$ cat src/rtl/mux8_rr_arbiter_if.sv
// mux8_rr_arbiter_if
// Groups the request/grant bundle between the requesters and the round-robin
// arbiter that drives the shared 8:1 mux select.
//   en        arbitration enable (requester side -> arbiter)
//   req[7:0]  request vector, bit i is mux input d[i] (requester side -> arbiter)
//   gnt[7:0]  one-hot grant, zero when idle (arbiter -> requester side)
//   sel[2:0]  binary index of the grantee, feeds mux s (arbiter -> requester side)
//   gnt_valid high while gnt is non-zero (arbiter -> requester side)
//   hold_cnt  cycles the current grantee has held the grant (arbiter -> requester side)
interface mux8_rr_arbiter_if #(
  parameter int CNT_W = 4
);
  logic             en;
  logic [7:0]       req;
  logic [7:0]       gnt;
  logic [2:0]       sel;
  logic             gnt_valid;
  logic [CNT_W-1:0] hold_cnt;

  // Requester side: drives enable and requests, observes the grant.
  modport master (
    output en,
    output req,
    input  gnt,
    input  sel,
    input  gnt_valid,
    input  hold_cnt
  );

  // Arbiter side.
  modport slave (
    input  en,
    input  req,
    output gnt,
    output sel,
    output gnt_valid,
    output hold_cnt
  );
endinterface

$ cat src/rtl/mux8_rr_arbiter.sv
// mux8_rr_arbiter
// Round-robin arbiter and select sequencer for a shared 8:1 single-bit mux.
// Grants one requester at a time, bounds the hold time under contention to
// MAX_HOLD cycles, and hands off back-to-back when another requester waits.
// All outputs are registered so sel can drive the mux select directly.
// Ports:
//   clk  rising-edge clock
//   rst  asynchronous active-high reset
//   bus  mux8_rr_arbiter_if.slave: en, req in; gnt, sel, gnt_valid, hold_cnt out
// Parameters:
//   MAX_HOLD  max consecutive grant cycles while contended (1..15)
//   CNT_W     hold counter width, MAX_HOLD < 2**CNT_W
module mux8_rr_arbiter #(
  parameter int MAX_HOLD = 4,
  parameter int CNT_W    = 4
) (
  input  logic                clk,
  input  logic                rst,
  mux8_rr_arbiter_if.slave    bus
);

  localparam logic [CNT_W-1:0] MAX_HOLD_C = CNT_W'(MAX_HOLD);
  localparam logic [CNT_W-1:0] ONE_C      = CNT_W'(1);

  typedef enum logic {IDLE, GRANT} state_t;

  state_t           state_reg;
  logic [7:0]       gnt_reg;
  logic [2:0]       sel_reg;
  logic             gnt_valid_reg;
  logic [CNT_W-1:0] hold_reg;
  logic [2:0]       ptr_reg;

  logic [7:0]       others;
  logic [2:0]       sel_inc;
  logic [2:0]       pick_new;
  logic [2:0]       pick_hand;

  // First set bit of v at or above index p, wrapping 7 -> 0.
  function automatic logic [2:0] pick(input logic [7:0] v, input logic [2:0] p);
    logic [2:0] k;
    logic [2:0] idx;
    logic       found;
    k     = p;
    found = 1'b0;
    for (int i = 0; i < 8; i++) begin
      idx = p + 3'(i);
      if (!found && v[idx]) begin
        k     = idx;
        found = 1'b1;
      end
    end
    return k;
  endfunction

  always_comb begin
    others    = bus.req & ~(8'b1 << sel_reg);
    sel_inc   = sel_reg + 3'd1;
    pick_new  = pick(bus.req, ptr_reg);
    // Handoff search starts just past the outgoing grantee.
    pick_hand = pick(others, sel_inc);
  end

  always_ff @(posedge clk or posedge rst) begin
    if (rst) begin
      state_reg     <= IDLE;
      gnt_reg       <= 8'h00;
      sel_reg       <= 3'd0;
      gnt_valid_reg <= 1'b0;
      hold_reg      <= '0;
      ptr_reg       <= 3'd0;
    end else begin
      case (state_reg)
        IDLE: begin
          if (bus.en && (bus.req != 8'h00)) begin
            state_reg     <= GRANT;
            gnt_reg       <= 8'b1 << pick_new;
            sel_reg       <= pick_new;
            gnt_valid_reg <= 1'b1;
            hold_reg      <= ONE_C;
          end
        end
        GRANT: begin
          if (!bus.en) begin
            // sel keeps its last value while idle.
            state_reg     <= IDLE;
            gnt_reg       <= 8'h00;
            gnt_valid_reg <= 1'b0;
            hold_reg      <= '0;
            ptr_reg       <= sel_inc;
          end else if (!bus.req[sel_reg] ||
                       ((hold_reg == MAX_HOLD_C) && (others != 8'h00))) begin
            // Voluntary release or forced rotation: the served requester
            // drops to lowest priority.
            ptr_reg <= sel_inc;
            if (others != 8'h00) begin
              gnt_reg  <= 8'b1 << pick_hand;
              sel_reg  <= pick_hand;
              hold_reg <= ONE_C;
            end else begin
              state_reg     <= IDLE;
              gnt_reg       <= 8'h00;
              gnt_valid_reg <= 1'b0;
              hold_reg      <= '0;
            end
          end else if (hold_reg < MAX_HOLD_C) begin
            hold_reg <= hold_reg + ONE_C;
          end
        end
        default: state_reg <= IDLE;
      endcase
    end
  end

  assign bus.gnt       = gnt_reg;
  assign bus.sel       = sel_reg;
  assign bus.gnt_valid = gnt_valid_reg;
  assign bus.hold_cnt  = hold_reg;

endmodule

$ cat src/flat_wrapper.sv
// flat-port wrapper written by rule: the top's interface ports become plain ports
module mux8_rr_arbiter_flat 
#(
  parameter int MAX_HOLD = 4,
  parameter int CNT_W    = 4
)
  (clk, rst, bus_en, bus_req, bus_gnt, bus_sel, bus_gnt_valid, bus_hold_cnt);
  mux8_rr_arbiter_if #(.CNT_W(CNT_W)) bus_i ();
  input  logic clk;
  input  logic rst;
  input wire logic [$bits(bus_i.en)-1:0] bus_en;
  input wire logic [$bits(bus_i.req)-1:0] bus_req;
  output wire logic [$bits(bus_i.gnt)-1:0] bus_gnt;
  output wire logic [$bits(bus_i.sel)-1:0] bus_sel;
  output wire logic [$bits(bus_i.gnt_valid)-1:0] bus_gnt_valid;
  output wire logic [$bits(bus_i.hold_cnt)-1:0] bus_hold_cnt;
  assign bus_i.en = bus_en;
  assign bus_i.req = bus_req;
  assign bus_gnt = bus_i.gnt;
  assign bus_sel = bus_i.sel;
  assign bus_gnt_valid = bus_i.gnt_valid;
  assign bus_hold_cnt = bus_i.hold_cnt;
  mux8_rr_arbiter #(.MAX_HOLD(MAX_HOLD), .CNT_W(CNT_W)) u_core (.clk(clk), .rst(rst), .bus(bus_i));
endmodule
$ cat config.mk
export PLATFORM = sky130hd
export DESIGN_NAME = mux8_rr_arbiter_flat
export DESIGN_NICKNAME = d
export VERILOG_FILES = /design/src/rtl/mux8_rr_arbiter_if.sv /design/src/rtl/mux8_rr_arbiter.sv /design/src/flat_wrapper.sv
export SDC_FILE = /design/constraint.sdc
export NUM_CORES = 1
export LEC_CHECK = 0
export CELL_PAD_IN_SITES_DETAIL_PLACEMENT = 0
export CELL_PAD_IN_SITES_GLOBAL_PLACEMENT = 2
export CORE_MARGIN = 5
export CORE_UTILIZATION = 34
export DETAILED_ROUTE_END_ITERATION = 8
export PLACE_DENSITY_LB_ADDON = 0.12
export SYNTH_ARGS = -nofsm -noshare
export SYNTH_HDL_FRONTEND = slang
export SYNTH_SLANG_ARGS = --single-unit
$ cat constraint.sdc
create_clock -name clk -period 3.6 [get_ports clk]
set_input_delay 0.72 -clock clk [delete_from_list [all_inputs] [get_ports clk]]
set_output_delay 0.72 -clock clk [all_outputs]
set_load 0.02 [all_outputs]
==> Yosys cells after proc, flatten, opt, wreduce, memory -nomap -nowiden <==
Index checks and enable logic that the tools add are counted.
{ "op_classes": {"addsub": 16, "magnitude_cmp": 18, "eq_ne": 9, "shift": 3, "mux": 90, "bitwise_logic": 3, "reduce_logical": 39} }
{ "op_table": {"columns": ["op", "n"], "rows": [
  ["< comparator 3 x 4 -> 1 bit, second input constant", 17],
  ["2-to-1 mux 3 bit", 20],
  ["binary-select mux 1 bit (select 3 bit)", 17],
  ["2-to-1 mux 1 bit", 40],
  ["2-to-1 mux 8 bit", 4],
  ["adder 3 bit, second input constant", 8],
  ["<< shifter 1 x 3 -> 8 bit, first input constant", 3],
  ["logical AND 1 bit", 16],
  ["2-to-1 mux 4 bit", 4],
  ["case mux 8 bit (2 select lines)", 1],
  ["nonzero test 8 bit", 2],
  ["logical NOT 1 bit", 15],
  ["adder 3 x 2 -> 3 bit, second input constant", 4],
  ["adder 3 x 1 -> 3 bit, second input constant", 3],
  ["AND 8 bit", 1],
  ["inverter 8 bit", 1],
  ["case mux 4 bit (2 select lines)", 1],
  ["!= test 2 bit, second input constant", 3],
  ["!= test 3 bit, second input constant", 2],
  ["case mux 3 bit (2 select lines)", 1],
  ["AND reduction 2 bit", 3],
  ["adder 4 x 1 -> 4 bit, second input constant", 1],
  ["== test 4 x 3 -> 1 bit, second input constant", 1],
  ["< comparator 4 x 3 -> 1 bit, second input constant", 1],
  ["other kinds (7)", 9]
]} }
{ "totals": {"regBits": 20, "output_inout_bits": 16} }

==> Logic depth before layout (Yosys ltp) <==
Gate-level depths: netlist (run 1).
{ "depth": {"ltp_word": 32, "ltp_mapped": 15, "depth_no_buf": 10} }

==> Worst setup path before layout (run 1) <==
OpenSTA, ideal clock, no wires.
{ "synth_timing": {"path_kind": "register -> register", "start": "register u_core.sel_reg[0] (netlist: u_core.bus.sel[0])", "end": "register u_core.gnt_reg[1] (netlist: u_core.bus.gnt[1])", "setup_ns": 0.095, "arrival_time_ns": 4.033, "required_ns": 3.505, "setup_slack_ns": -0.528, "path_stages_with_launch": 14, "n_path_buf": 4, "synth_period_minus_slack_ns": 4.128, "path_cell_list": "dfrtp_1 buf_2 buf_4 clkinv_1 ha_1 buf_2 buf_2 xor2_1 mux4_2 or4_4 nor3_2 a21oi_1 xnor2_2 o31ai_1"} }
{ "synth_rtl": {"columns": ["item", "line_no", "source"], "rows": [
  ["start, declared", "mux8_rr_arbiter.sv:29", "logic [2:0] sel_reg;"],
  ["start signal, assigned", "mux8_rr_arbiter.sv:78", "sel_reg <= pick_new;"],
  ["start signal, assigned", "mux8_rr_arbiter.sv:98", "sel_reg <= pick_hand;"],
  ["adder 3 x 1 -> 3 bit (*)", "mux8_rr_arbiter.sv:58", "sel_inc = sel_reg + 3'd1;"],
  ["net u_core.sel_inc[0]", "mux8_rr_arbiter.sv:35", "logic [2:0] sel_inc;"],
  ["branches (longest 23 deep; another with adder 3 x 1 -> 3 bit)", null, null],
  ["2-to-1 mux 3 bit (*)", "mux8_rr_arbiter.sv:48", "if (!found && v[idx]) begin"],
  ["<< shifter 1 x 3 -> 8 bit (*)", "mux8_rr_arbiter.sv:97", "gnt_reg <= 8'b1 << pick_hand;"],
  ["2-to-1 mux 8 bit (*)", "mux8_rr_arbiter.sv:96", "if (others != 8'h00) begin"],
  ["2-to-1 mux 8 bit (*)", "mux8_rr_arbiter.sv:91", "end else if (!bus.req[sel_reg] ||"],
  ["2-to-1 mux 8 bit (*)", "mux8_rr_arbiter.sv:84", "if (!bus.en) begin"],
  ["case mux 8 bit (2 select lines) (*)", "mux8_rr_arbiter.sv:73", "case (state_reg)"],
  ["end signal, assigned", "mux8_rr_arbiter.sv:77", "gnt_reg <= 8'b1 << pick_new;"],
  ["end signal, assigned", "mux8_rr_arbiter.sv:97", null],
  ["end, declared", "mux8_rr_arbiter.sv:28", "logic [7:0] gnt_reg;"]
]} }
Mark *: on every way through the listed nets, which the timed path passes. The select of a mux whose other input is x is not followed.
A chain may end at the register's enable or synchronous reset.

==> Final worst setup path (run 1) <==
{ "layout_timing": {"start": "input port bus_req[3]", "end": "register u_core.gnt_reg[3] (netlist: u_core.bus.gnt[3])"} }
{ "layout_between": {"elab_chain_len": 30} }
{ "layout_rtl": {"columns": ["item", "line_no", "source"], "rows": [
  ["start, declared", "flat_wrapper.sv:12", "input wire logic [$bits(bus_i.req)-1:0] bus_req;"],
  ["AND 8 bit", "mux8_rr_arbiter.sv:57", "others = bus.req & ~(8'b1 << sel_reg);"],
  ["binary-select mux 1 bit (select 3 bit)", "mux8_rr_arbiter.sv:48", null],
  ["2-to-1 mux 1 bit (implied by the code)", "mux8_rr_arbiter.sv:48", null],
  ["2-to-1 mux 1 bit", "mux8_rr_arbiter.sv:48", null],
  ["logical NOT 1 bit", "mux8_rr_arbiter.sv:48", null],
  ["logical AND 1 bit", "mux8_rr_arbiter.sv:48", null],
  ["2-to-1 mux 1 bit", "mux8_rr_arbiter.sv:48", null],
  ["logical NOT 1 bit", "mux8_rr_arbiter.sv:48", null],
  ["(+14 left out)", null, null],
  ["logical NOT 1 bit", "mux8_rr_arbiter.sv:48", null],
  ["logical AND 1 bit", "mux8_rr_arbiter.sv:48", null],
  ["2-to-1 mux 3 bit", "mux8_rr_arbiter.sv:48", null],
  ["<< shifter 1 x 3 -> 8 bit", "mux8_rr_arbiter.sv:97", null],
  ["2-to-1 mux 8 bit", "mux8_rr_arbiter.sv:96", null],
  ["2-to-1 mux 8 bit", "mux8_rr_arbiter.sv:91", null],
  ["2-to-1 mux 8 bit", "mux8_rr_arbiter.sv:84", null],
  ["case mux 8 bit (2 select lines)", "mux8_rr_arbiter.sv:73", null]
]} }
Several ways; a longest one is shown, not always the timed one. The select of a mux whose other input is x is not followed.

==> flow_metrics.py, run 1 <==
metrics = {
    "worst_setup_path": {
        "start_kind": "input port",
        "crit_path_max_fanout": 6,
        "end_kind": "flop",
        "cp.required_ns": 3.77,
        "reg2reg_slack_ns": 0.15,
        "crit_type": "input port to flop",
        "cpPeakStageDelay_ns": 0.57,
        "cp_cell_sequence": "clkdlybuf4s50_1 -> mux4_1 -> mux2_4 -> o21a_1 -> or4_4 -> a311oi_2 -> nor2_2 -> o41a_1 -> o31ai_1",
        "cp_data_arrival_time_ns": 3.66,
        "cpMaxStageDelayCell": "mux4_1",
    },
    "logic_synthesis": {
        "synth_flop_cell": "dfrtp_1",
        "synth.area.top_cells": "mux4_2 (19%), dfrtp_1 (16%), mux2i_1 (5.0%)",
        "netlist_area_um2": 3190,
        "synth_warnings": 0,
        "synth-seq-cells": 20,
        "synth_edf_count": 0,
        "ys_seq_area_share_pct": 15.7,
        "yosys.area.top_type": "mux4_2",
        "synth_cell_types": 67,
        "synthesis.nets": 381,
        "async_flop_share_pct": 100,
        "syn_inst": 358,
        "syn_area_per_cell_um2": 8.92,
        "synth_top_area_share_pct": 19.0,
    },
    "floorplanning": {
        "die_w_um": 107,
        "die_h_um": 107,
        "initial_core_util_pct": 34.7,
        "die-area_um2": 11400,
        "ios": 27,
        "num_rows": 35,
        "core-area_um2": 9200,
    },
    "route": {
        "drtAntennaViolNets": 0,
        "wl_per_cell_um": 17.9,
        "totalWireLength_um": 10100,
        "dr.pass1.iters": 7,
        "drt_iter0_markers": 178,
        "drc": 0,
        "vias": 3268,
        "vias_per_cell": 5.81,
    },
    "placed_design": {
        "place_hpwl_um": 8220,
        "place_congestion": 0.863,
        "port_buffers": 26,
    },
    "cells_and_area": {
        "fillers": 913,
        "antenna_cells": 0,
        "area_growth_pct": 34.4,
        "drive_gt1_share_pct": 33.5,
        "final_core_util_pct": 46.7,
        "final_common_cell": "buf_4",
        "mostFrequentLayoutCells": "buf_4 (88), mux4_2 (27), clkdlybuf4s50_1 (26)",
        "final_nets": 475,
        "largest_reg_flops": 8,
    },
    "cts": {
        "clk_latency_ns": 0.26,
        "cts_buffer_depth": 2,
        "cts-hold-fix-buffers": 0,
        "cts_tree": "yes",
        "cts.clk_slew.worst_paths_ns": 0.08,
        "cts_made_buffers": 3,
        "cts_root_buf": "clkbuf_8",
        "clkSinkCount": 20,
        "ctsHtreeMaxLevel": 1,
    },
    "sta": {
        "clock_skew_ns": 0.00728,
        "min_period_over_period_pct": 96.9,
        "hold_viol": 0,
        "maxSlewViolCount": 0,
        "rsz0062_at_grt": "yes",
        "finalSetupViolCount": 0,
        "worstMarginPinSlew_ns": 0.811,
        "relSlewSlack_pct": 45.9,
        "max_freq_mhz": 287,
        "post-route-min-period_ns": 3.49,
    },
    "run_status": {
        "status": "finished clean",
    },
    "global_route": {
        "grt_pass1_vias": 3285,
        "antenna_found_initial": 0,
        "grt_max_degree": 21,
        "grt_pass1_wl_um": 16600,
        "grt_usage_pct": 17.9,
        "grt-ovfl-total": 0,
    },
    "job": {
        "drv_cap": 0,
    },
    "hold_path": {
        "hold_path.class": "flop to flop",
    },
}
==> cell usage after synthesis, drive strengths merged (3+ instances only) <==
library cell  count
dfrtp            20
a2bb2oi           3
nand3b            4
nand2            24
o31ai             5
o22ai             3
xnor2             9
o21ai            21
clkbuf           12
a211oi            4
nor4              3
o2bb2ai           4
ha               12
mux4             28
mux2              4
nor2             22
a22oi             3
nor3b             4
nand3            10
o22a              4
xor2              3
a22o              6
o221ai            5
a31oi             9
mux2i            16
a21oi            15
and2              3
nand2b            9
o21a              4
nor2b            11
inv              21
o211ai            6
nor3              4
or2               4
buf              13
o2111ai           3
==> cell families after synthesis <==
family	after synthesis	share of synthesized area, %
compound gates	111	25.2
xor+xnor	12	3.76
fa+ha+maj	12	4.70
buf+inv	48	6.38
flops	20	15.7
mux	48	26.4
simple gates	107	17.9
==> layout make-up <==
| cell class | count | area [um2] | area share (%) |
|---|---|---|---|
| Multi-Input combinational cell | 290 | 2590 | 60.4 |
| Clock buffer | 4 | 45.0 | 1.05 |
| Inverter | 23 | 91.3 | 2.13 |
| Tap cell | 111 | 139 | 3.24 |
| Timing Repair Buffer | 114 | 921 | 21.5 |
| Sequential cell | 20 | 502 | 11.7 |
==> worst max-delay path, delay by kind of cell <==
| family | cells | cell delay [ns] |
|---|---|---|
| multiplexers | 2 | 0.86 |
| buffers and inverters | 1 | 0.53 |
| AO/OA/AOI/OAI | 4 | 0.99 |
| AND/OR/NAND/NOR | 2 | 0.57 |
==> timing repair <==
action,in CTS,in global routing
gates resized for setup,0,15
endpoints found under the setup margin,0,11
setup buffers,0,0
==> metal layers <==
metal,routed length [um],up-vias,track usage [%]
met5,0,-,0
met4,163,0,4.38
met3,212,12,1.26
met2,4930,61,30.1
met1,4760,1612,25.1
li1,-,1583,-
==> final timing paths <==
kind,startpoint,end,cells past startpoint
max reg2reg,u_core.bus.sel[0],u_core.bus.gnt[0],10
min in group asynchronous,rst,u_core.bus.sel[1],2
max in group asynchronous,rst,u_core.bus.sel[0],2
max,bus_req[3],u_core.bus.gnt[3],9
min,u_core.bus.gnt[7],u_core.bus.gnt[7],2
min reg2reg,u_core.bus.gnt[7],u_core.bus.gnt[7],2
==> per-stage QoR <==
step	hold WS [ns]	setup WS [ns]	TNS, ns	cells	cell area (um2)
2_1_floorplan	0.615	0.00628	0	358	3260
3_3_place_gp	0.519	-0.160	-1.35	558	4190
3_5_place_dp	0.537	-0.196	-1.72	558	4190
4_1_cts	0.563	0.00215	0	562	4230
5_1_grt	0.592	-0.0163	-0.0170	562	4290
6_report	0.550	0.111	0	562	4290
Power of run 1 is left out: the tool's default activity adds up to more than one toggle a clock period on the data nets, which glitch-free logic cannot reach.
==> run 2, diff against run 1 <==
--- a/config.mk
+++ b/config.mk
@@ -11,5 +11,7 @@
 export CORE_UTILIZATION = 34
 export DETAILED_ROUTE_END_ITERATION = 8
+export GPL_TIMING_DRIVEN = 0
 export PLACE_DENSITY_LB_ADDON = 0.12
+export SKIP_CTS_REPAIR_TIMING = 1
 export SYNTH_ARGS = -nofsm -noshare
 export SYNTH_HDL_FRONTEND = slang
==> constraint.sdc (replaced) <==
create_clock -name clk -period 3.6 [get_ports clk]
set_input_delay 0.72 -clock clk [delete_from_list [all_inputs] [get_ports clk]]
set_output_delay 0.72 -clock clk [all_outputs]
set_load 0.01 [all_outputs]
==> flow_metrics.py, run 2 (synthesized netlist as in run 1, its figures left out) <==
metrics = {
    "sta": {
        "worstMarginPinSlew_ns": 0.775,
        "finalSetupTns_ns": 0,
        "post-route-min-period_ns": 3.55,
        "hold_viol": 0,
        "min_period_over_period_pct": 98.5,
        "relSlewSlack_pct": 48.3,
        "max_freq_mhz": 282,
        "finalSetupViolCount": 0,
        "rsz0062_at_grt": "yes",
        "clock_skew_ns": 0.00225,
        "maxSlewViolCount": 0,
    },
    "cells_and_area": {
        "mostFrequentLayoutCells": "buf_4 (43), mux4_2 (28), nand2_1 (21), inv_1 (21), nor2_1 (20)",
        "final_common_cell": "buf_4",
        "drive_gt1_share_pct": 35.8,
        "largest_reg_flops": 8,
        "area_growth_pct": 37.7,
        "final_nets": 448,
        "antenna_cells": 0,
    },
    "global_route": {
        "antenna_found_initial": 0,
        "grt_max_degree": 21,
        "grt_pass1_vias": 2843,
        "grt_usage_pct": 16.7,
        "grt_pass1_wl_um": 15500,
        "grt-ovfl-total": 0,
    },
    "cts": {
        "clk_latency_ns": 0.26,
        "cts_made_buffers": 3,
        "ctsHtreeMaxLevel": 1,
        "clkSinkCount": 20,
        "cts_root_buf": "clkbuf_8",
        "cts_tree": "yes",
        "cts_buffer_depth": 2,
        "cts.clk_slew.worst_paths_ns": 0.08,
    },
    "placed_design": {
        "place_congestion": 0.839,
        "port_buffers": 26,
        "place_hpwl_um": 7440,
    },
    "worst_setup_path": {
        "reg2reg_slack_ns": 0.05,
        "cp.required_ns": 3.77,
        "crit_type": "flop to flop",
        "cp_cell_sequence": "buf_6 -> buf_12 -> inv_12 -> ha_4 -> buf_6 -> mux4_2 -> mux2i_4 -> nand2_2 -> or4_4 -> nor3_4 -> a21oi_4 -> xnor2_4 -> o31ai_2",
        "cp_data_arrival_time_ns": 3.72,
        "cpPeakStageDelay_ns": 0.60,
        "crit_path_max_fanout": 10,
        "start_kind": "flop",
        "cp_common_cell": "buf_6",
        "cpMaxStageDelayCell": "or4_4",
        "end_kind": "flop",
    },
    "job": {
        "drv_cap": 0,
    },
    "route": {
        "drtAntennaViolNets": 0,
        "vias": 3159,
        "totalWireLength_um": 10100,
        "drc": 0,
        "drt_iter0_markers": 138,
        "vias_per_cell": 5.90,
        "wl_per_cell_um": 18.9,
        "dr.pass1.iters": 4,
    },
    "floorplanning": {
        "die-area_um2": 11400,
        "initial_core_util_pct": 34.7,
        "die_h_um": 107,
        "core-area_um2": 9200,
        "ios": 27,
        "num_rows": 35,
        "die_w_um": 107,
    },
    "hold_path": {
        "hold_path.class": "flop to flop",
    },
    "run_status": {
        "status": "finished clean",
    },
}
[run 2: changes by cell type in the layout (fill, tap and decap cells not counted), moves of 4 or more]
cell,before,now
clkdlybuf4s50_1,26,19
mux2i_1,14,10
o31ai_1,5,1
xnor2_4,0,4
o31ai_2,0,4
buf_6,0,5
dlymetal6s2s_1,0,7
buf_4,88,43
o21ai_2,0,4
[run 2: final timing paths]
path,from,cells after the start,end
setup / recovery,u_core.bus.sel[0],13,u_core.bus.gnt[3]
hold / removal,u_core.bus.gnt[7],2,u_core.bus.gnt[7]
setup reg to reg,u_core.bus.sel[0],13,u_core.bus.gnt[3]
hold reg to reg,u_core.bus.gnt[7],2,u_core.bus.gnt[7]
max in group asynchronous,rst,2,u_core.ptr_reg[1]
min in group asynchronous,rst,2,u_core.bus.gnt_valid
[run 2: metal layers]
metal / global-route usage (%) / part of all wire, % / wire, um
met5: 0 / 0 / 0
met4: 3.56 / 1.5 / 153
met3: 1.32 / 3.5 / 352
met2: 27.6 / 48 / 4860
met1: 24.0 / 47 / 4760
[run 2: worst max-delay path, delay by kind of cell (launching register included)]
kind / cells / cell delay [ns]
and+or+nand+nor: 3 / 0.94
muxes: 2 / 0.75
DFF: 1 / 0.44
buffers and inverters: 4 / 0.44
AOI/OAI and AO/OA: 2 / 0.43
adders and majority gates: 1 / 0.26
xor gates and xnor gates: 1 / 0.19
[run 2: cell type report]
| class | instances | area (um2) |
|---|---|---|
| Tap cell | 111 | 139 |
| Inverter | 23 | 103 |
| Timing Repair Buffer | 62 | 548 |
| Multi-Input combinational cell | 290 | 2810 |
| Sequential cell | 20 | 505 |
| Clock buffer | 4 | 55.1 |
| Fill cell | 889 | 4800 |
| Buffer | 25 | 235 |
[run 2: through the flow]
stage / setup WS (ns) / util [%] / instance area, um2 / hold WS (ns) / instances
global route: -0.0685 / 47.8 / 4400 / 0.570 / 535
detailed placement: -0.732 / 39.6 / 3640 / 0.515 / 495
global placement: -0.802 / 39.6 / 3640 / 0.508 / 495
CTS: -0.775 / 40.2 / 3700 / 0.535 / 499
finish: 0.0535 / 47.8 / 4400 / 0.524 / 535
floorplan: 0.00290 / - / 3250 / 0.549 / 358
Power of run 2 is left out for the same reason.
==> run 3, diff against run 2 <==
Settings changed: CELL_PAD_IN_SITES_DETAIL_PLACEMENT 0 to default, CELL_PAD_IN_SITES_GLOBAL_PLACEMENT 2 to default, CORE_UTILIZATION 34 to 54.
==> flow_metrics.py, run 3 (synthesized netlist as in run 1, its figures left out) <==
metrics = {
    "worst_setup_path": {
        "reg2reg_to": "u_core.bus.gnt[0]",
        "crit_type": "flop to flop",
        "worstReg2RegStart": "u_core.bus.sel[0]",
        "end_kind": "flop",
        "reg2reg_slack_ns": -0.05,
        "cp.depth": 12,
        "startpoint": "u_core.bus.sel[0]",
        "crit_buf_inv": 2,
        "crit_path_max_fanout": 5,
        "cp_cell_sequence": "buf_6 -> ha_4 -> ha_4 -> buf_12 -> mux4_2 -> mux2i_4 -> nand2_2 -> or4_4 -> nor3_2 -> a21oi_2 -> xnor2_2 -> o31ai_1",
        "cpMaxStageDelayCell": "or4_4",
        "cp_top_family": "simple AND/OR/NAND/NOR gates",
        "cpPeakStageDelay_ns": 0.59,
        "start_kind": "flop",
        "r2r_cells": 12,
        "cp.required_ns": 3.75,
        "cp_data_arrival_time_ns": 3.81,
        "crit_end": "u_core.bus.gnt[0]",
        "cp_common_cell": "ha_4",
    },
    "cells_and_area": {
        "largest_reg_flops": 8,
        "final_nets": 456,
        "area_growth_pct": 37.4,
        "mostFrequentLayoutCells": "buf_4 (48), mux4_2 (28), nand2_1 (22)",
        "final_common_cell": "buf_4",
        "antenna_cells": 0,
        "drive_gt1_share_pct": 36.4,
        "stdcell_area_um2": 4390,
    },
    "cts": {
        "cts_tree": "yes",
        "cts_made_buffers": 3,
        "clk_latency_ns": 0.26,
        "cts_buffer_depth": 2,
        "clkSinkCount": 20,
        "ctsHtreeMaxLevel": 1,
        "cts.clk_slew.worst_paths_ns": 0.07,
        "cts_root_buf": "clkbuf_8",
    },
    "route": {
        "drt_iter0_markers": 345,
        "totalWireLength_um": 10500,
        "vias_per_cell": 6.90,
        "drtAntennaViolNets": 0,
        "wl_per_cell_um": 20.7,
        "drc": 0,
        "vias": 3490,
        "dr.pass1.iters": 6,
    },
    "sta": {
        "maxSlewViolCount": 0,
        "hold_viol": 0,
        "max_freq_mhz": 274,
        "finalSetupTns_ns": -0.148,
        "finalSetupViolCount": 8,
        "post-route-min-period_ns": 3.65,
        "setup_ws_ns": -0.0516,
        "worstMarginPinSlew_ns": 0.767,
        "clock_skew_ns": 0.00257,
        "min_period_over_period_pct": 101,
        "relSlewSlack_pct": 48.6,
    },
    "floorplanning": {
        "die-area_um2": 7550,
        "die_w_um": 86.9,
        "die_h_um": 86.9,
        "num_rows": 28,
        "initial_core_util_pct": 54.6,
        "ios": 27,
        "core-area_um2": 5850,
    },
    "global_route": {
        "grt_usage_pct": 24.2,
        "antenna_found_initial": 0,
        "grt_max_degree": 21,
        "grt_pass1_wl_um": 14900,
        "grt-ovfl-total": 0,
        "grt_pass1_vias": 2979,
    },
    "placed_design": {
        "dpl_cell_area_um2": 3600,
        "place_hpwl_um": 6650,
        "place_congestion": 0.984,
        "place_ws_ns": -0.586,
        "port_buffers": 26,
    },
    "hold_path": {
        "hold_path.class": "flop to flop",
    },
    "run_status": {
        "violations": "setup timing",
        "status": "complete, but fails checks",
    },
    "job": {
        "drv_cap": 0,
    },
}
==> run 3: cell count changes in the layout (fill, tap and decap cells not counted), moves of 2 or more <==
cell | previous run | this run
xnor2_2 | 0 | 2
o31ai_2 | 4 | 0
o31ai_1 | 1 | 5
xnor2_4 | 4 | 2
buf_4 | 43 | 48
clkbuf_4 | 1 | 3
a21oi_2 | 2 | 4
==> run 3: worst min path at each step <==
stage / from / endpoint / slack [ns] / depth (start not counted)
6_report: u_core.bus.gnt[7] / u_core.bus.gnt[7] / 0.54 / 2
5_1_grt: u_core.bus.gnt[7] / u_core.bus.gnt[7] / 0.59 / 2
4_1_cts: u_core.bus.gnt[7] / u_core.bus.gnt[7] / 0.55 / 2
3_5_place_dp: u_core.bus.gnt[7] / u_core.bus.gnt[7] / 0.53 / 2
3_3_place_gp: u_core.bus.gnt[7] / u_core.bus.gnt[7] / 0.50 / 2
2_1_floorplan: u_core.bus.gnt[7] / u_core.bus.gnt[7] / 0.55 / 2
==> run 3: layout make-up <==
class / instances / area (um2)
Buffer: 25 / 246
Clock buffer: 3 / 41.3
Fill cell: 402 / 1460
Inverter: 23 / 103
Multi-Input combinational cell: 290 / 2770
Sequential cell: 20 / 505
Tap cell: 75 / 93.8
Timing Repair Buffer: 70 / 629
==> run 3: per-stage QoR <==
step / utilization, % / instances / hold slack (ns)
2_1_floorplan: - / 358 / 0.549
3_3_place_gp: 61.5 / 459 / 0.504
3_5_place_dp: 61.5 / 459 / 0.534
4_1_cts: 62.2 / 462 / 0.552
5_1_grt: 75.0 / 506 / 0.591
6_report: 75.0 / 506 / 0.541
==> run 3: routing by layer <==
metal | global-route usage (%) | part of all wire (%)
met5 | 0 | 0
met4 | 4.67 | 3.7
met3 | 2.08 | 7.9
met2 | 40.6 | 49
met1 | 34.2 | 39
==> run 3: worst reg2reg max path, cell delays in order, from the launching register on <==
cell	delay, ns
dfrtp_2	0.45
buf_6	0.14
ha_4	0.17
ha_4	0.28
buf_12	0.14
mux4_2	0.56
mux2i_4	0.22
nand2_2	0.11
or4_4	0.59
nor3_2	0.24
a21oi_2	0.16
xnor2_2	0.20
o31ai_1	0.29
Power of run 3 is left out for the same reason.
==> variant 1 (flow settings as in run 1) <==
`CNT_W` is set to 4 in 3 places; all go to 6.
--- a/src/rtl/mux8_rr_arbiter_if.sv
+++ b/src/rtl/mux8_rr_arbiter_if.sv
@@ -8,7 +8,7 @@
 //   gnt_valid high while gnt is non-zero (arbiter -> requester side)
 //   hold_cnt  cycles the current grantee has held the grant (arbiter -> requester side)
 interface mux8_rr_arbiter_if #(
-  parameter int CNT_W = 4
+  parameter int CNT_W = 6
 );
   logic             en;
   logic [7:0]       req;
--- a/src/rtl/mux8_rr_arbiter.sv
+++ b/src/rtl/mux8_rr_arbiter.sv
@@ -12,7 +12,7 @@
 //   CNT_W     hold counter width, MAX_HOLD < 2**CNT_W
 module mux8_rr_arbiter #(
   parameter int MAX_HOLD = 4,
-  parameter int CNT_W    = 4
+  parameter int CNT_W    = 6
 ) (
   input  logic                clk,
   input  logic                rst,
--- a/src/flat_wrapper.sv
+++ b/src/flat_wrapper.sv
@@ -2,7 +2,7 @@
 module mux8_rr_arbiter_flat 
 #(
   parameter int MAX_HOLD = 4,
-  parameter int CNT_W    = 4
+  parameter int CNT_W    = 6
 )
   (clk, rst, bus_en, bus_req, bus_gnt, bus_sel, bus_gnt_valid, bus_hold_cnt);
   mux8_rr_arbiter_if #(.CNT_W(CNT_W)) bus_i ();
Ports: changed (resized bus_hold_cnt); port bits go from 27 to 29. No check against the original RTL was run, so the function may have changed too.
==> variant 1 against run 1 <==
  * Sequential cell count is 2 higher
  * Clock skew increased by 0.56 ps
  * Critical path depth grew 2
  * Via count fell by 3.9%
  * Fmax increased by 1.5%
  * Die area rose by 0.88%
  * Wire length is 3.4% lower
  * Final area is 2.4% lower
  * Synthesized area grew 0.98%
  * Setup slack better by 52 ps
  * Critical path type is now flop to flop
  * Critical endpoint is now u_core.bus.sel[2]$_DFFE_PP0P_
Power is left out: the tool's default activity adds up to more than one toggle a clock period on the data nets, which glitch-free logic cannot reach.
==> variant 1: results (changes against run 1) <==
metric	value	unit	change
outcome	complete, no violations		
grt_usage	16.98	%	-0.93 points
slew_headroom	42.00	%	-3.9 points
worst_r2r_endpoint	u_core.bus.sel[2]$_DFFE_PP0P_		
finalNetCount	456		-4.0%
cp_max_fo	13		+7
ys_seq_area_share	17.07	%	+1.4 points
ys_top_cells_by_count	nand2_1 (34), mux4_2 (23), dfrtp_1 (22)		
synth_cell_types	70		+4.5%
layout-drive-gt1-share	28.94	%	-4.5 points
use_met1	22.68	%	-2.4 points
skew	7.847	ps	+0.5626 ps
placed_cell_area	0.004078	mm²	-2.6%
cp.arrival	3630	ps	-30 ps
synth_top_flop_cell	dfrtp_1		
grt_max_degree	33		+57%
met2_usage	29.89	%	-0.23 points
use_met3	1.440	%	+0.18 points
drt_first_pass_iters	4		-3
placement.io_buffers	28		+7.7%
hold_end	u_core.bus.gnt[2]$_DFFE_PP0P_		
n_fill_cell	915		+0.22%
grt_pass1_vias	3191		-2.9%
hold_path.startpoint	u_core.bus.gnt[2]$_DFFE_PP0P_		
synthTopCellsByArea	dfrtp_1 (17%), mux4_2 (16%), mux2i_1 (6.2%)		
grt_pass1_wl	16.04	mm	-3.2%
hold-path-cell-count	2		unchanged
reg2reg_depth	11		+1
post-dp-hpwl	7.688	mm	-6.4%
wirelength	9.728	mm	-3.4%
place.gp.congestion	0.8704		+0.92%
drtIter0Drc	154		-13%
route.vias.total	3139		-3.9%
variant 1: cell count changes after synthesis, moves of 7 or more:
cell	run 1	this run
inv_1	21	13
mux2_2	3	13
nand2_1	24	34
a31oi_1	9	2
o21ai_0	21	8
variant 1: through the flow:
stage | instances | TNS (ps) | setup slack, ps
2_1_floorplan | 358 | 0 | 28.62
3_3_place_gp | 557 | -767.0 | -114.8
3_5_place_dp | 557 | -961.7 | -125.4
4_1_cts | 561 | 0 | 98.03
5_1_grt | 561 | 0 | 9.512
6_report | 561 | 0 | 163.3
variant 1: cell families after synthesis:
logic type | after synthesis | share of synthesized area, %
compound gates | 90 | 21.30
buf+inv | 37 | 5.197
fa+ha+maj | 12 | 4.655
xor+xnor | 9 | 2.677
simple gates | 130 | 21.18
flops | 22 | 17.07
mux | 58 | 27.93
variant 1: worst max-delay path: stages (launching register included):
cell	delay, ps
dfrtp_2	380
buf_4	200
inv_1	160
ha_4	390
xor2_2	330
mux4_2	600
buf_4	170
or3_1	360
a22oi_1	210
a21oi_1	200
a22o_1	250
a21oi_1	110
variant 1: cell type report:
type	instances	area, µm²	area share (%)
inverter	13	48.80	1.165
sequential	22	551.8	13.17
clock inverter	1	30.03	0.7166
timing repair buffer	94	793.3	18.93
multi-input combinational	299	2564	61.18
clock buffer	3	41.29	0.9854
tap	129	161.4	3.852
variant 1: worst max-delay path by stage:
| stage | start | to | cells past startpoint |
|---|---|---|---|
| 6_report | u_core.bus.sel[0]$_DFFE_PP0P_ | u_core.bus.sel[2]$_DFFE_PP0P_ | 11 |
| 3_3_place_gp | bus_req[3] | u_core.bus.gnt[7]$_DFFE_PP0P_ | 9 |
| 4_1_cts | u_core.bus.sel[0]$_DFFE_PP0P_ | u_core.bus.sel[2]$_DFFE_PP0P_ | 10 |
| 3_5_place_dp | bus_req[3] | u_core.bus.gnt[5]$_DFFE_PP0P_ | 9 |
| 2_1_floorplan | u_core.bus.sel[0]$_DFFE_PP0P_ | u_core.bus.gnt[3]$_DFFE_PP0P_ | 12 |
| 5_1_grt | u_core.bus.sel[0]$_DFFE_PP0P_ | u_core.bus.gnt[5]$_DFFE_PP0P_ | 11 |
variant 1: routing by layer:
| layer | vias up | routed length (µm) |
|---|---|---|
| met5 | - | 0 |
| met4 | 0 | 144 |
| met3 | 12 | 169 |
| met2 | 63 | 4855 |
| met1 | 1531 | 4558 |
| li1 | 1533 | - |
variant 1: timing repair:
item                                    CTS  global route
setup buffers                             0             0
gates resized for setup                   0             8
endpoints found under the setup margin    0            10
==> variant 2 (settings of run 1) <==
Without the edit above. Make the reset (`rst`) synchronous in one clocked block. Comments in the files are not updated.
--- a/src/rtl/mux8_rr_arbiter.sv
+++ b/src/rtl/mux8_rr_arbiter.sv
@@ -61,7 +61,7 @@
     pick_hand = pick(others, sel_inc);
   end
 
-  always_ff @(posedge clk or posedge rst) begin
+  always_ff @(posedge clk) begin
     if (rst) begin
       state_reg     <= IDLE;
       gnt_reg       <= 8'h00;
Formal check against the unedited RTL: differs if rst is asserted again (counterexample within 4 cycles, from zero or initial values and one cycle with rst high); with rst held inactive, the same outputs for 10 cycles.
==> variant 2 against run 1 <==
  * Synthesized area is 1.6% lower
  * Count of clock-buffer cells in the layout fell by 1
  * Sequential cell count unchanged
  * Wire length is 6.6% higher
  * Final area down 1.2%
  * Setup slack better by 14 ps
  * Critical endpoint is now u_core.bus.gnt[0]$_SDFFE_PP0P_
==> variant 2: results (changes against run 1) <==
metric	value	unit	change
outcome	complete, no violations		
ys_seq_area_share	12.74	%	-2.9 points
synth_top_flop_cell	dfxtp_1		
via_per_inst	5.961		+2.5%
use_met3	1.639	%	+0.38 points
wl_met1	5.025	mm	+5.6%
cp_max_fo	5		-1
placed_cell_area	0.004084	mm²	-2.5%
ys_async_sr_fraction	0	%	-100 points
syn_nets	390		+2.4%
hold_path.startpoint	u_core.bus.gnt_valid$_SDFFE_PP0P_		
cp.arrival	3650	ps	about the same
hold_end	u_core.bus.gnt_valid$_SDFFE_PP0P_		
wirelength	10.73	mm	+6.6%
place.gp.congestion	0.9011		+4.5%
synth_cell_types	81		+21%
finalCritPeriodShare	96.54	%	-0.38 points
grt_usage	19.28	%	+1.4 points
grt_pass1_vias	3309		+0.73%
synthTopCellsByArea	mux4_2 (14%), dfxtp_1 (13%), mux2i_1 (5.1%)		
post-dp-hpwl	8.472	mm	+3.1%
drt_first_pass_iters	5		-2
seq_power	265	µW	
worst_r2r_endpoint	u_core.bus.gnt[0]$_SDFFE_PP0P_		
grt_pass1_wl	17.74	mm	+7.0%
met2_usage	31.09	%	+0.96 points
rrSetupSlack	180	ps	+30 ps
slew_headroom	60.79	%	+15 points
met2WireLength	4.941	mm	+0.16%
rr_startpoint	u_core.bus.sel[1]$_SDFFE_PP0P_		
root_buffer	clkbuf_8		
grt_max_degree	32		+52%
finalNetCount	482		+1.5%
syn_area_per_cell	8.564	µm²	-4.0%
worst_path_max_delay_cell	or4_4		
skew	3.092	ps	-4.192 ps
pg_clk	228	µW	
crit_start	bus_req[3]		
layout-drive-gt1-share	32.75	%	-0.73 points
critical_path.top_delay_family	simple AND/OR/NAND/NOR gates		
dp.cells	564		+1.1%
placement.io_buffers	26		unchanged
dp_slack	-203.0	ps	-6.503 ps
met3_length	618	µm	+190%
finalHoldWorstSlack	483.5	ps	-66.89 ps
use_met1	27.96	%	+2.9 points
route.vias.total	3392		+3.8%
drtIter0Drc	222		+25%
reg2reg_depth	11		+1
variant 2: changes by cell type in the layout (fill, tap and decap cells not counted), moves of 6 or more:
cell / delta
a21oi_1: +6
buf_4: -7
dfrtp_1: -19
dfxtp_1: +20
mux4_2: -6
nand2_1: -6
nand4_1: +6
nor2_1: +11
variant 2: kinds of logic after synthesis:
group                      after synthesis  share of synthesized area (%)
AOI/OAI and AO/OA                      116                          28.38
xor gates and xnor gates                14                          4.140
adders and majority gates               12                          4.777
buffers and inverters                   42                          6.170
DFF                                     20                          12.74
muxes                                   46                          23.61
and+or+nand+nor                        117                          20.18
variant 2: cell type report:
| class | count | area [µm²] |
|---|---|---|
| fill | 907 | 4868 |
| clock buffer | 3 | 41.29 |
| sequential | 20 | 400.4 |
| tap | 111 | 138.9 |
| inverter | 18 | 67.56 |
| multi-input combinational | 305 | 2606 |
| timing repair buffer | 111 | 955.9 |
| clock inverter | 1 | 30.03 |
